**config.mk**
```make
export PLATFORM = sky130hd
export DESIGN_NAME = serial_carry_adder
export DESIGN_NICKNAME = d
export VERILOG_FILES = /design/src/rtl/serial_carry_adder_pkg.sv /design/src/rtl/serial_carry_adder_carry_chunk.sv /design/src/rtl/serial_carry_adder.sv
export SDC_FILE = /design/constraint.sdc
export NUM_CORES = 1
export LEC_CHECK = 0
export BUFFER_PORTS_ARGS = -buffer_cell sky130_fd_sc_hd__buf_2
export CAP_MARGIN = 10
export CORE_MARGIN = 5
export CORE_UTILIZATION = 40
export CTS_BUF_LIST = sky130_fd_sc_hd__clkbuf_2 sky130_fd_sc_hd__clkbuf_4 sky130_fd_sc_hd__clkbuf_8
export CTS_CLUSTER_DIAMETER = 50
export CTS_CLUSTER_SIZE = 10
export DETAILED_ROUTE_END_ITERATION = 7
export SLEW_MARGIN = 20
export SYNTH_ARGS = -nofsm -noshare
export SYNTH_HDL_FRONTEND = slang
export SYNTH_SLANG_ARGS = --single-unit
```
**constraint.sdc**
```tcl
create_clock -name clk -period 5.7 [get_ports clk]
set_input_delay 1.425 -clock clk [delete_from_list [all_inputs] [get_ports clk]]
set_output_delay 1.425 -clock clk [all_outputs]
set_load 0.005 [all_outputs]
```
**src/rtl/serial_carry_adder_pkg.sv**
```systemverilog
// serial_carry_adder_pkg: shared FSM state type and default geometry for the serial adder
package serial_carry_adder_pkg;

    typedef enum logic [1:0] {
        IDLE = 2'd0,
        BUSY = 2'd1,
        DONE = 2'd2
    } state_t;

    localparam int WIDTH_DEF = 16;
    localparam int CHUNK_DEF = 4;

endpackage

```
**src/rtl/serial_carry_adder_carry_chunk.sv**
```systemverilog
// carry_chunk: combinational W-bit add slice, also exposing the carry into its top bit
module carry_chunk
    import serial_carry_adder_pkg::*;
#(
    parameter int W = CHUNK_DEF
) (
    input  logic [W-1:0] a,
    input  logic [W-1:0] b,
    input  logic         cin,
    output logic [W-1:0] s,
    output logic         cout,
    output logic         c_msb_in
);

    logic [W:0] t;

    always_comb begin
        t        = {1'b0, a} + {1'b0, b} + {{W{1'b0}}, cin};
        s        = t[W-1:0];
        cout     = t[W];
        // the sum bit is a^b^carry, so the carry entering the top bit falls out of it
        c_msb_in = a[W-1] ^ b[W-1] ^ t[W-1];
    end

endmodule

```
**src/rtl/serial_carry_adder.sv**
```systemverilog
// serial_carry_adder: adds/subtracts WIDTH-bit operands CHUNK bits per clock through one shared slice
module serial_carry_adder
    import serial_carry_adder_pkg::*;
#(
    parameter int WIDTH = WIDTH_DEF,
    parameter int CHUNK = CHUNK_DEF
) (
    input  logic             clk,
    input  logic             rst_n,
    input  logic [WIDTH-1:0] a,
    input  logic [WIDTH-1:0] b,
    input  logic             cin,
    input  logic             sub,
    input  logic             in_valid,
    output logic             in_ready,
    output logic [WIDTH-1:0] sum,
    output logic             cout,
    output logic             ovf,
    output logic             out_valid,
    input  logic             out_ready
);

    localparam int N  = WIDTH / CHUNK;
    localparam int IW = (N > 1) ? $clog2(N) : 1;

    if (WIDTH < 4 || CHUNK < 1 || (WIDTH % CHUNK) != 0) begin : g_bad_geometry
        $error("serial_carry_adder: WIDTH must be >= 4 and a multiple of CHUNK");
    end

    state_t            state, state_nx;
    logic [WIDTH-1:0]  a_r, b_r;
    logic              carry;
    logic [IW-1:0]     idx;
    logic [CHUNK-1:0]  s_c;
    logic              co_c, cm_c, last;

    assign last = idx == IW'(N - 1);

    carry_chunk #(.W(CHUNK)) u_chunk (
        .a        (a_r[idx*CHUNK +: CHUNK]),
        .b        (b_r[idx*CHUNK +: CHUNK]),
        .cin      (carry),
        .s        (s_c),
        .cout     (co_c),
        .c_msb_in (cm_c)
    );

    always_ff @(posedge clk or negedge rst_n) begin
        if (!rst_n)
            state <= IDLE;
        else
            state <= state_nx;
    end

    always_comb begin
        state_nx  = state;
        in_ready  = state == IDLE;
        out_valid = state == DONE;
        unique case (state)
            IDLE:    state_nx = in_valid ? BUSY : IDLE;
            BUSY:    state_nx = last ? DONE : BUSY;
            DONE:    state_nx = out_ready ? IDLE : DONE;
            default: state_nx = IDLE;
        endcase
    end

    // subtraction is folded in at capture: B is stored inverted with a carry-in of 1
    always_ff @(posedge clk or negedge rst_n) begin
        if (!rst_n) begin
            a_r   <= '0;
            b_r   <= '0;
            carry <= 1'b0;
            idx   <= '0;
            sum   <= '0;
            cout  <= 1'b0;
            ovf   <= 1'b0;
        end else if (state == IDLE && in_valid) begin
            a_r   <= a;
            b_r   <= sub ? ~b : b;
            carry <= sub | cin;
            idx   <= '0;
        end else if (state == BUSY) begin
            sum[idx*CHUNK +: CHUNK] <= s_c;
            carry <= co_c;
            idx   <= idx + 1'b1;
            if (last) begin
                cout <= co_c;
                ovf  <= cm_c ^ co_c;
            end
        end
    end

endmodule

```
# Yosys cells after proc, flatten, opt, wreduce, memory -nomap -nowiden
# Index checks and enable logic that the tools add are counted.
[totals] regBits=55 output_inout_bits=20 input_bits=38
[op_classes] n_reduce_logical=5 n_mux=10 n_addsub=4 bitwise_logic=6 n_eq_ne=3 shift=4
[ops] operator="$neg 4->34" n=1
[ops] operator="$shift 4x34->16 const A" n=1
[ops] operator="$shiftx 4x34->16" n=1
[ops] operator="$shiftx 16x5->4" n=2
[ops] operator="$bwmux 16" n=1
[ops] operator="$mux 16" n=1
[ops] operator="$not 16->16" n=1
[ops] operator="$mux 2" n=4
[ops] operator="$pmux 2 s3" n=1
[ops] operator="$add 4x4->5" n=1
[ops] operator="$add 5x1->5" n=1
[ops] operator="$eq 2x2->1 const B" n=2
[ops] operator="$mux 1" n=3
[ops] operator="$reduce_and 3->1" n=1
[ops] operator="$xor 1x1->1" n=3
[ops] operator="$add 2x1->2 const B" n=1
[ops] operator="$eq 2x1->1 const B" n=1
[ops] operator="$logic_not 2->1" n=1
[ops] operator="$reduce_and 2->1" n=1
[ops] operator="$reduce_bool 2->1" n=1
[ops] operator="$logic_and 1x1->1" n=1
[ops] operator="$not 1->1" n=1
[ops] operator="$or 1x1->1" n=1

# Logic depth before layout (Yosys ltp)
[depth] depth_word=5 ltp_mapped=8

# By module
# Synthesis repeated with hierarchy kept, for this count alone.
[unflattened] cells_unflattened=243 area_unflattened_um2=2808.9
[modules_own_cells] mod="serial_carry_adder" area_per_inst_um2=2667.6 cells_each=226 instances=1
[modules_own_cells] mod="carry_chunk" area_per_inst_um2=141.4 cells_each=17 instances=1

# Worst setup path after synthesis
# Ideal clock, no wire load.
[synth_path] path_kind="flip-flop to flip-flop" from="register idx[0]" to="register carry" required_time_ns=5.576 arrival_ns=2.615 path_stages_with_launch=9 n_path_buf=1 setup_slack_ns=2.961 setup_time_ns=0.124 path_cell_list="dfrtp_1 > buf_4 > mux4_2 > fa_1 > fa_1 > a21o_1 > a21oi_2 > o211ai_1 > o31a_1"
[synth_between] elab_chain_cells=5
[synth_lines] item="start, declared" line_no="serial_carry_adder.sv:33" rtl="logic [IW-1:0] idx;"
[synth_lines] item="start signal, assigned" line_no="serial_carry_adder.sv:85" rtl="idx <= idx + 1'b1;"
[synth_lines] item="$shiftx 16x5->4, on equally long branches" line_no="serial_carry_adder.sv:40, serial_carry_adder.sv:41"
[synth_lines] item="$add 4x4->5 *" line_no="serial_carry_adder_carry_chunk.sv:18" rtl="t = {1'b0, a} + {1'b0, b} + {{W{1'b0}}, cin};"
[synth_lines] item="$add 5x1->5 *" line_no="serial_carry_adder_carry_chunk.sv:18"
[synth_lines] item="$mux 1 *" line_no="serial_carry_adder.sv:82" rtl="end else if (state == BUSY) begin"
[synth_lines] item="$mux 1 *" line_no="serial_carry_adder.sv:77" rtl="end else if (state == IDLE && in_valid) begin"
[synth_lines] item="end signal, assigned" line_no="serial_carry_adder.sv:80" rtl="carry <= sub | cin;"
[synth_lines] item="end signal, assigned" line_no="serial_carry_adder.sv:84" rtl="carry <= co_c;"
[synth_lines] item="end, declared" line_no="serial_carry_adder.sv:32" rtl="logic carry;"
# Mark *: on every way between the ends. The rest lies on a longest branch, timed or not. The select of a mux whose other input is x is not followed.
# A chain may end at the register's enable or synchronous reset.

# Final worst setup path
# Same ends and word-level chain as after synthesis.

==> summary.md <==
The run finished with clean final reports. Once placement finished, the instance area stood at 2980 um^2. Measured against its own limit, the worst slew margin works out to 46.9%.

The netlist area before placement is 2650 um^2. Synthesis handed over a netlist of 242 instances. The logs give 2 for the clock tree buffer depth and 32 for the distinct cell type count after synthesis.

The smallest clock period supported by the final layout is computed as 3080 ps. The tools report the via count of the first global-routing pass as 1,894. The maximum achievable frequency was 325 MHz. Once the clock tree was built, the resizer swapped 0 gates to a different size. The finished cells cover 3090 um^2. The share of synthesized area spent on multiplexers came out at 6.79%.

The number of synthesized register bits works out to 55. Summing the areas of all fa, ha and maj instances in the mapped netlist gives 5.75% of the synthesized area. Global routing consumed, over all layers together, 13.5% of the routing resources.

The DRC marker count from the first detailed-route iteration was 57. The global-route wire length before repair came out at 9120 um. The clock network accounts for 13.8% of the total power. Global routing used 20.8% of the available met2 tracks. The die is 91.5 um tall. After Yosys synthesis, XOR and XNOR cells account for 6.27% of the synthesized area. Cells with a size suffix above 1 make up 27.7% of the layout.

The leakage power is 0.00156 uW. Across all register-to-register paths, the minimum setup slack is 2620 ps. For this block, the via count after detailed routing is 1,793.

For the final number of max-transition violations, the log shows 0. Power spread over the standard cell area amounts to 591 nW/um^2. At the worst endpoint, the arrival time is 3270 ps. The tools report the share of total power in combinational logic as 48.4%.

Entering global routing, the biggest net connects 56 pins. Of all nets on the critical path, the largest fanout is 16. The count of port buffers added during placement was 57; the sequential cell area fraction in the yosys report was 51.9%. For the met3 track demand over resource, the log shows 3.72%.

After legalization and detailed placement, the total HPWL measured 3830 um. The startpoint type of the worst setup path is a flip-flop. Cells fill 48.3% of the core in the end. In the final design database the tool counted 345 nets.

Maximum ir drop on the vdd rail: 0.366 mV. CTS built an H-tree with a depth of 2. Initial antenna violation count: 0. Setup repair after global routing left no endpoint under its margin. STA classifies the critical path endpoint as a flip-flop.

The tools report the quantity of hold-fixing buffers added after cts as 0. The final total power came out at 1820 uW. Counting every sink on the clock net gives 55. Once detail routing completed, the nets flagged for antenna violations numbered 0. The endpoint required time on the critical path came out at 5900 ps. The startpoint identified for the worst register-to-register timing path is idx[0]. The CTS clock-pin slew for the worst setup and hold paths came out at 90 ps. The tree is rooted in a sky130_fd_sc_hd__clkbuf_8. The synthesized netlist devotes 11.0% of its cell area to compound gates.

Number of endpoints with negative hold slack in the final report: 0. In this run the most used layer during global routing was met2. By area, the combinational part of the netlist is dominated by simple AND/OR/NAND/NOR gates. The synthesized netlist devotes 15.3% of its cell area to simple gates. The floorplan step defined a die boundary enclosing 8360 um^2. In this run the worst setup path terminates at carry. Buffers inserted during post-CTS setup optimization: 0.

The count of maximum capacitance violations is 0, and the core area is 6390 um^2. The share of total power in sequential cells is 37.8%. Summed over all nets, the switching power comes to 738 uW. Summed over all layers, the routed wires come to 5280 um.

For this run, design rule violations remaining after detail routing come to 0. The internal cell power is 1090 uW, and the average via count per standard cell is 4.81. The path type of the worst min-delay path was flip-flop to flip-flop. The worst path uses 54.0% of the clock period.

The critical path starts at idx[0]. From synthesis to final layout, the design area changed by 16.3%. Global routing finished with a remaining overflow of 0.

For the boundary pin count, the log shows 58. The worst register-to-register path ends at carry. Net switching is 40.5% of the power. The count of cells along the worst register-to-register path was 7. The synthesized area per cell is 11.0 um^2, and the starting utilization of the core area is 41.6%.

The repair_antennas step left the layout with diodes totalling 0. On the final layout, the worst clock skew is 4.57 ps. The logs give 4 for the number of optimization iterations in the first detailed-route pass and 0 ps for the setup total negative slack.

For this run, the number of Yosys warnings is 0. The die is 91.5 um wide. TritonCTS built the clock tree. Among all flip-flop cells after synthesis, the most frequent one is sky130_fd_sc_hd__dfrtp_1.

In the synthesized netlist the async set-or-reset flop fraction comes to 100%. The tools report the met1 layer usage reported by global route as 18.3%. After detailed routing, the average wire length per cell comes to 14.2 um. The number of nets in the synthesized netlist is 291, and the number of flops mapped to enable cells by yosys is 0. At the pin with the least slew margin, the transition time is 797 ps. The initialized floorplan defines 29 standard-cell rows.

The final number of setup-violating endpoints is 0, and the number of clock buffers inserted by TritonCTS is 5. The start-to-end type of the worst setup path was flip-flop to flip-flop. The clock reaches the later pin of the worst-skew pair after 300 ps. The final weighted congestion of routability-driven global placement was 0.738.
[how the worst min path moves through the flow]
stage,start,end,slack [ps],depth (start not counted)
after floorplan,a_r[10],a_r[10],440,2
after detailed placement,a_r[0],a_r[0],460,2
after global routing,a_r[7],a_r[7],510,2
after CTS,a_r[0],a_r[0],480,2
after global placement,a_r[3],a_r[3],450,2
final,a_r[7],a_r[7],480,2
[area by class of cell]
cell class	count	area [um^2]
Clock inverter	1	30.0
Tap cell	77	96.3
Multi-Input combinational cell	173	1200
Inverter	2	7.51
Clock buffer	6	76.3
Timing Repair Buffer	59	300
Sequential cell	55	1380
Fill cell	646	3300
[through the flow]
stage | setup slack, ps | std cells | hold WS (ps)
4_1_cts | 2590 | 373 | 485
6_report | 2620 | 373 | 478
2_1_floorplan | 2960 | 242 | 440
3_3_place_gp | 2630 | 366 | 454
5_1_grt | 2410 | 373 | 510
3_5_place_dp | 2600 | 366 | 463
[sequential cells by signal, summed over array words and instances, names as in the netlist]
| register | flops |
|---|---|
| carry | 1 |
| a_r | 16 |
| sum | 16 |
| ovf | 1 |
| b_r | 16 |
| state | 2 |
| idx | 2 |
| cout | 1 |
[synthesized netlist by cell type, drive strengths merged, types with 3 or more instances]
cell type	n	area, um^2
a22o	15	131
buf	10	60.1
dfrtp	55	1380
ha	9	113
mux4	8	180
nand2	78	300
nor2	3	16.3
o21ai	21	105
xnor2	18	158
[power by group through the flow]
| stage | registers (uW) | clock network [uW] | logic [uW] |
|---|---|---|---|
| 2_1_floorplan | 645 | 0 | 702 |
| 3_3_place_gp | 699 | 0 | 886 |
| 3_5_place_dp | 702 | 0 | 902 |
| 4_1_cts | 694 | 258 | 906 |
| 5_1_grt | 719 | 275 | 1000 |
| 6_report | 689 | 252 | 883 |
[layout by cell type (no fill, tap or decap), types with 5 or more instances in the layout]
cell and instances:
sky130_fd_sc_hd__buf_2 57, sky130_fd_sc_hd__mux4_2 8, sky130_fd_sc_hd__o21ai_0 19, sky130_fd_sc_hd__xnor2_1 18, sky130_fd_sc_hd__ha_1 9, sky130_fd_sc_hd__dfrtp_1 55
sky130_fd_sc_hd__a22o_1 15, sky130_fd_sc_hd__nand2_1 77, sky130_fd_sc_hd__clkbuf_8 5
[routing by layer]
layer | up-vias | share of wire [%]
met5 | - | 0
met4 | 0 | 1.3
met3 | 5 | 4.5
met2 | 40 | 46
met1 | 823 | 48
li1 | 925 | -
[worst max-delay path, stage by stage, from the launching register on]
cell and delay [ps]:
sky130_fd_sc_hd__dfrtp_1 870, sky130_fd_sc_hd__mux4_2 610, sky130_fd_sc_hd__fa_1 440, sky130_fd_sc_hd__fa_1 410, sky130_fd_sc_hd__a21o_1 200, sky130_fd_sc_hd__a21oi_2 190, sky130_fd_sc_hd__o211ai_1 100, sky130_fd_sc_hd__o31a_1 140
[kinds of logic after synthesis]
kind of cell | count (synthesis)
compound gates | 43
xor+xnor | 19
fa+ha+maj | 11
buf+inv | 14
flops | 55
mux | 8
simple gates | 92
No activity file was read; power rests on OpenSTA's default activity.
